### src/rtl/video_stream_pkg.sv
// Shared types and constants for the video frame sanitizer.
package video_stream_pkg;

    localparam int unsigned MIN_GEOM = 2;

    typedef enum logic [2:0] {
        WAIT_SOF,
        PASS,
        DROP_LINE,
        PAD_LINE,
        PAD_FRAME
    } state_t;

endpackage

### src/rtl/sanitizer_out_reg.sv
// One-entry registered output stage; accepts a new beat whenever the slot is free.
module sanitizer_out_reg #(
    parameter int unsigned D_WIDTH = 8
) (
    input  logic               clk,
    input  logic               rst,
    input  logic               emit,
    input  logic [D_WIDTH-1:0] emit_data,
    input  logic               emit_tlast,
    input  logic               emit_tuser,
    input  logic               down_ready,
    output logic [D_WIDTH-1:0] down_data,
    output logic               down_valid,
    output logic               down_tlast,
    output logic               down_tuser,
    output logic               slot_free_c
);

    assign slot_free_c = !down_valid || down_ready;

    always_ff @(posedge clk or negedge rst) begin
        if (!rst) begin
            down_data  <= '0;
            down_valid <= 1'b0;
            down_tlast <= 1'b0;
            down_tuser <= 1'b0;
        end else if (emit && slot_free_c) begin
            down_data  <= emit_data;
            down_valid <= 1'b1;
            down_tlast <= emit_tlast;
            down_tuser <= emit_tuser;
        end else if (down_ready) begin
            down_valid <= 1'b0;
        end
    end

endmodule

### src/rtl/video_frame_sanitizer.sv
// Forces every frame to cfg_width x cfg_height: truncates long lines, pads short
// lines/frames, drops beats outside a frame, and reports each repair in sticky flags.
module video_frame_sanitizer
    import video_stream_pkg::*;
#(
    parameter int unsigned        D_WIDTH   = 8,
    parameter int unsigned        CNT_WIDTH = 12,
    parameter logic [D_WIDTH-1:0] PAD_VALUE = '0
) (
    input  logic                 clk,
    input  logic                 rst,
    input  logic [CNT_WIDTH-1:0] cfg_width,
    input  logic [CNT_WIDTH-1:0] cfg_height,
    input  logic                 err_clr,
    input  logic [D_WIDTH-1:0]   up_data,
    input  logic                 up_valid,
    input  logic                 up_tlast,
    input  logic                 up_tuser,
    output logic                 up_ready,
    output logic [D_WIDTH-1:0]   down_data,
    output logic                 down_valid,
    output logic                 down_tlast,
    output logic                 down_tuser,
    input  logic                 down_ready,
    output logic                 err_short_line,
    output logic                 err_long_line,
    output logic                 err_early_sof,
    output logic                 err_no_sof
);

    localparam int unsigned CW = CNT_WIDTH;

    state_t state, state_nxt;
    logic [CW-1:0] pix_cnt, line_cnt, pix_nxt, line_nxt;
    logic [CW-1:0] w_lat, h_lat, w_cfg, h_cfg;
    logic [CW-1:0] pix_adv, line_adv;
    logic          at_sof, last_pix, last_line, frame_end;
    logic          slot_free, emit, emit_tlast, emit_tuser, latch, early;
    logic [D_WIDTH-1:0] emit_data;
    logic          set_short, set_long, set_early, set_no_sof;

    assign w_cfg = (cfg_width  < CW'(MIN_GEOM)) ? CW'(MIN_GEOM) : cfg_width;
    assign h_cfg = (cfg_height < CW'(MIN_GEOM)) ? CW'(MIN_GEOM) : cfg_height;

    assign at_sof    = (pix_cnt == '0) && (line_cnt == '0);
    assign last_pix  = (pix_cnt == w_lat - CW'(1));
    assign last_line = (line_cnt == h_lat - CW'(1));
    assign frame_end = last_pix && last_line;
    assign pix_adv   = last_pix ? '0 : pix_cnt + CW'(1);
    assign line_adv  = !last_pix ? line_cnt : (last_line ? '0 : line_cnt + CW'(1));

    always_ff @(posedge clk or negedge rst) begin
        if (!rst) begin
            state    <= WAIT_SOF;
            pix_cnt  <= '0;
            line_cnt <= '0;
            w_lat    <= CW'(MIN_GEOM);
            h_lat    <= CW'(MIN_GEOM);
        end else begin
            state    <= state_nxt;
            pix_cnt  <= pix_nxt;
            line_cnt <= line_nxt;
            if (latch) begin
                w_lat <= w_cfg;
                h_lat <= h_cfg;
            end
        end
    end

    // Next state, counters, emit request and repair events.
    always_comb begin
        state_nxt  = state;
        pix_nxt    = pix_cnt;
        line_nxt   = line_cnt;
        up_ready   = 1'b0;
        emit       = 1'b0;
        emit_data  = up_data;
        emit_tlast = last_pix;
        emit_tuser = at_sof;
        latch      = 1'b0;
        early      = 1'b0;
        set_short  = 1'b0;
        set_long   = 1'b0;
        set_early  = 1'b0;
        set_no_sof = 1'b0;

        case (state)
            WAIT_SOF: begin
                // Geometry is always >= 2, so the SOF pixel is never a line end.
                emit_tuser = 1'b1;
                emit_tlast = 1'b0;
                if (up_tuser) begin
                    up_ready = slot_free;
                    if (up_valid && slot_free) begin
                        emit     = 1'b1;
                        latch    = 1'b1;
                        pix_nxt  = CW'(1);
                        line_nxt = '0;
                        if (up_tlast) begin
                            set_short = 1'b1;
                            state_nxt = PAD_LINE;
                        end else begin
                            state_nxt = PASS;
                        end
                    end
                end else begin
                    up_ready   = 1'b1;
                    set_no_sof = up_valid;
                end
            end

            PASS: begin
                early    = up_valid && up_tuser && !at_sof;
                up_ready = slot_free && !early;
                if (early && slot_free) begin
                    set_early = 1'b1;
                    state_nxt = PAD_FRAME;
                end else if (up_valid && slot_free) begin
                    emit     = 1'b1;
                    pix_nxt  = pix_adv;
                    line_nxt = line_adv;
                    if (last_pix && !up_tlast) begin
                        set_long  = 1'b1;
                        state_nxt = DROP_LINE;
                    end else if (up_tlast && !last_pix) begin
                        emit_tlast = 1'b0;
                        set_short  = 1'b1;
                        state_nxt  = PAD_LINE;
                    end else if (frame_end) begin
                        state_nxt = WAIT_SOF;
                    end
                end
            end

            DROP_LINE: begin
                // Counters already point at the next line; frame start means the frame is done.
                up_ready = !up_tuser;
                if (up_valid && (up_tuser || up_tlast)) begin
                    state_nxt = at_sof ? WAIT_SOF : PASS;
                end
            end

            PAD_LINE: begin
                emit_data = PAD_VALUE;
                if (slot_free) begin
                    emit     = 1'b1;
                    pix_nxt  = pix_adv;
                    line_nxt = line_adv;
                    if (last_pix) begin
                        state_nxt = last_line ? WAIT_SOF : PASS;
                    end
                end
            end

            PAD_FRAME: begin
                emit_data = PAD_VALUE;
                if (slot_free) begin
                    emit     = 1'b1;
                    pix_nxt  = pix_adv;
                    line_nxt = line_adv;
                    if (frame_end) begin
                        state_nxt = WAIT_SOF;
                    end
                end
            end

            default: begin
                state_nxt = WAIT_SOF;
                pix_nxt   = '0;
                line_nxt  = '0;
            end
        endcase

        if (!rst) begin
            up_ready = 1'b0;
        end
    end

    // Sticky flags; a new event wins over a simultaneous clear.
    always_ff @(posedge clk or negedge rst) begin
        if (!rst) begin
            err_short_line <= 1'b0;
            err_long_line  <= 1'b0;
            err_early_sof  <= 1'b0;
            err_no_sof     <= 1'b0;
        end else begin
            err_short_line <= set_short  || (err_short_line && !err_clr);
            err_long_line  <= set_long   || (err_long_line  && !err_clr);
            err_early_sof  <= set_early  || (err_early_sof  && !err_clr);
            err_no_sof     <= set_no_sof || (err_no_sof     && !err_clr);
        end
    end

    sanitizer_out_reg #(
        .D_WIDTH (D_WIDTH)
    ) u_out_reg (
        .clk         (clk),
        .rst         (rst),
        .emit        (emit),
        .emit_data   (emit_data),
        .emit_tlast  (emit_tlast),
        .emit_tuser  (emit_tuser),
        .down_ready  (down_ready),
        .down_data   (down_data),
        .down_valid  (down_valid),
        .down_tlast  (down_tlast),
        .down_tuser  (down_tuser),
        .slot_free_c (slot_free)
    );

endmodule

### config.mk
export PLATFORM = sky130hd
export DESIGN_NAME = video_frame_sanitizer
export DESIGN_NICKNAME = d
export VERILOG_FILES = /design/src/rtl/video_stream_pkg.sv /design/src/rtl/sanitizer_out_reg.sv /design/src/rtl/video_frame_sanitizer.sv
export SDC_FILE = /design/constraint.sdc
export NUM_CORES = 1
export LEC_CHECK = 0
export CORE_AREA = 2 2 115 72
export CTS_CLUSTER_SIZE = 28
export DETAILED_ROUTE_END_ITERATION = 6
export DIE_AREA = 0 0 117 74
export PLACE_DENSITY = 0.82
export SKIP_CTS_REPAIR_TIMING = 1
export SLEW_MARGIN = 25
export SYNTH_ARGS = -nofsm -noshare
export SYNTH_HDL_FRONTEND = slang
export SYNTH_HIERARCHICAL = 1
export SYNTH_SLANG_ARGS = --single-unit
### constraint.sdc
create_clock -name clk -period 8.45 [get_ports clk]
set_input_delay 1.2675 -clock clk [delete_from_list [all_inputs] [get_ports clk]]
set_output_delay 1.2675 -clock clk [all_outputs]
set_load 0.01 [all_outputs]
==> metrics <==
status finished, final reports clean; Slew Limit Fails 0; CP endpoint up_ready; Initial Utilization 56.1%; cts bufs inserted 9; cell taking the most area after synthesis dfrtp_1; maxcap violations 0; hold path depth 2; Final Non-Filler Cells roughly 640; vias in the first global route between 3000 and 4000; Hold Path Class register to register; count leader, synth nand2_1; Post-synth top cells 77 x nand2_1, 64 x dfrtp_1, 23 x and3_1, 23 x inv_1, 23 x nor2_1; Synth-to-Final Area Change 19.4%; Max H-tree Level 3; clk slew on worst S/H paths around 0.05 ns; Die H between 70 and 80 µm; Ys Warns 6; clk_skew 0.00633 ns; pin count of the biggest net entering global routing 68; RSZ-0062 raised after global routing no; DRT iter0 DRCs roughly 400; Netlist Area Pre-Place 4300 µm²; worst reg-to-reg setup slack approximately 4.7 ns; DRC 0; worst-case reg-to-reg path depth 8; count of cell types in the netlist between 70 and 80; Syn Nets roughly 530; filler instances roughly 610; Buffers on Ports 54; Synth Flop Type dfrtp_1; detail-routed via count per cell between 6 and 7; DP Area 4880 µm²; terminus of the critical flop-to-flop path line_cnt[7]; final critical-path share of the clock period between 50% and 60%; Final Hold Viols 0; pwr dens roughly 330 nW/µm²; DP Worst Slack 4.14 ns; diode count 0; Setup-failing EPs final 0; DIE WIDTH 117 µm; all-layer global routing usage between 20% and 30%; Worst Setup Path Type primary input to output port; Final TNS setup 0 ns; critical path fanouts, max 7; Worst-Skew Late Latency about 0.34 ns; first-pass GRT wire length about 18000 µm; reg2reg start h_lat[1]; clock root cell clkbuf_16; number of synthesized flops with an enable pin 0; Req. time, crit path just over 7 ns; Routed Antenna Nets 0; placed cells around 630; Synth top area share 37.2%; vias 3890; final instance area approximately 5100 µm²; Clock Path Buffers 2; Congestion Overflow GR 0; Core Region roughly 7700 µm²; CTS tree built; gpl congestion ~0.92; initial antenna violation count 0; DP HPWL around 8000 µm; Crit. End Element output port; Slew headroom between 20% and 30%; drt pass-1 iters 5; Pleak roughly 2.2 nW; Syn Area/Cell 8.82 µm²; Max Fclk about 0.23 GHz; mean routed wirelength per cell around 17 µm; site row count 25; ranking of synthesized cells by area dfrtp_1 37%, nand2_1 6.7%, mux2_4 3.5%; Sink Count 66; CP arrival slightly above 3 ns; synthesized flop and latch total 66; peak supply drop around 0.17 mV; Seq/Total Area, Yosys about two fifths; Die Area approximately 8700 µm²; Post-Syn Instances about 500; final wirelength ~11000 µm; Slew @ Worst Pin roughly 1.1 ns; Top-Level Pins 55; startpoint types primary input; launch point of the worst path down_ready; Post-synth ARST share 100%; layout cells sized above 1 roughly 8.8%; Final min period around 4.3 ns; fin nets about 580; setup ws final approximately 4.1 ns
-- sequential cells by signal, indices dropped and copies added, names as in the netlist, 3 cells and up --
register / cells
h_lat: 12
line_cnt: 12
pix_cnt: 12
state: 3
u_out_reg/down_data: 8
w_lat: 12
-- report_power, final --
part | switching [mW] | internal (mW) | leakage (nW)
registers | 0.144 | 0.420 | 0.853
clock network | 0.130 | 0.194 | 0.129
logic | 0.427 | 0.359 | 1.25
-- area by class of cell --
class | count | area (µm²) | area share, %
multi-input combinational | 374 | 2460 | 47.9
sequential | 66 | 1650 | 32.2
timing repair buffer | 56 | 551 | 10.7
clock buffer | 11 | 233 | 4.53
tap | 108 | 135 | 2.63
inverter | 23 | 86.3 | 1.68
clock inverter | 4 | 20.0 | 0.390
-- critical path: stages --
cell             delay [ns]
clkdlybuf4s50_1        0.47
nand2b_4               0.19
inv_1                  0.14
o22ai_1                0.15
nand3b_1               0.09
a41oi_1                0.19
clkdlybuf4s50_1        0.56
-- cell usage in the layout (no fill, tap or decap), drive strengths merged, types with 11 or more instances in the layout --
| cell | netlist | routed |
|---|---|---|
| nand2 | 78 | 78 |
| nor3 | 12 | 12 |
| nand4 | 11 | 11 |
| xor2 | 15 | 15 |
| clkbuf | 21 | 11 |
| dfrtp | 64 | 64 |
| clkdlybuf4s50 | 0 | 53 |
| o21ai | 41 | 41 |
| inv | 23 | 23 |
| nor2 | 23 | 23 |
| and3 | 23 | 23 |
| xnor2 | 17 | 17 |
-- cell families after synthesis --
kind of cell             share of synthesized area [%]
AND/OR/NAND/NOR                                   26.7
adder cells (fa/ha/maj)                           1.74
buffers and inverters                             4.65
multiplexers                                      3.72
AO/OA/AOI/OAI                                     18.2
XOR/XNOR                                          6.51
flip-flops                                        38.4
-- metrics by stage --
step	util (%)	power, mW	hold slack [ns]
2_1_floorplan	-	1.11	0.465
3_3_place_gp	63.7	1.30	0.488
3_5_place_dp	63.7	1.34	0.491
4_1_cts	67.0	1.67	0.499
5_1_grt	67.0	1.79	0.522
6_report	67.0	1.68	0.500
-- worst min-delay path by stage --
stage | startpoint | to | slack [ns]
4_1_cts | w_lat[1] | w_lat[1] | 0.50
3_5_place_dp | w_lat[1] | w_lat[1] | 0.49
6_report | w_lat[1] | w_lat[1] | 0.50
2_1_floorplan | h_lat[11] | h_lat[11] | 0.47
3_3_place_gp | w_lat[1] | w_lat[1] | 0.49
5_1_grt | u_out_reg/down_data[6] | u_out_reg/down_data[6] | 0.52
-- metal layers --
| layer | GRT usage [%] | share of wire, % | vias up |
|---|---|---|---|
| li1 | - | - | 1848 |
| met1 | 40.1 | 49 | 1858 |
| met2 | 39.1 | 42 | 170 |
| met3 | 6.93 | 7.5 | 14 |
| met4 | 8.76 | 1.3 | 0 |
| met5 | 0 | 0 | - |
Note: power is estimated with default switching activity, not from simulation.
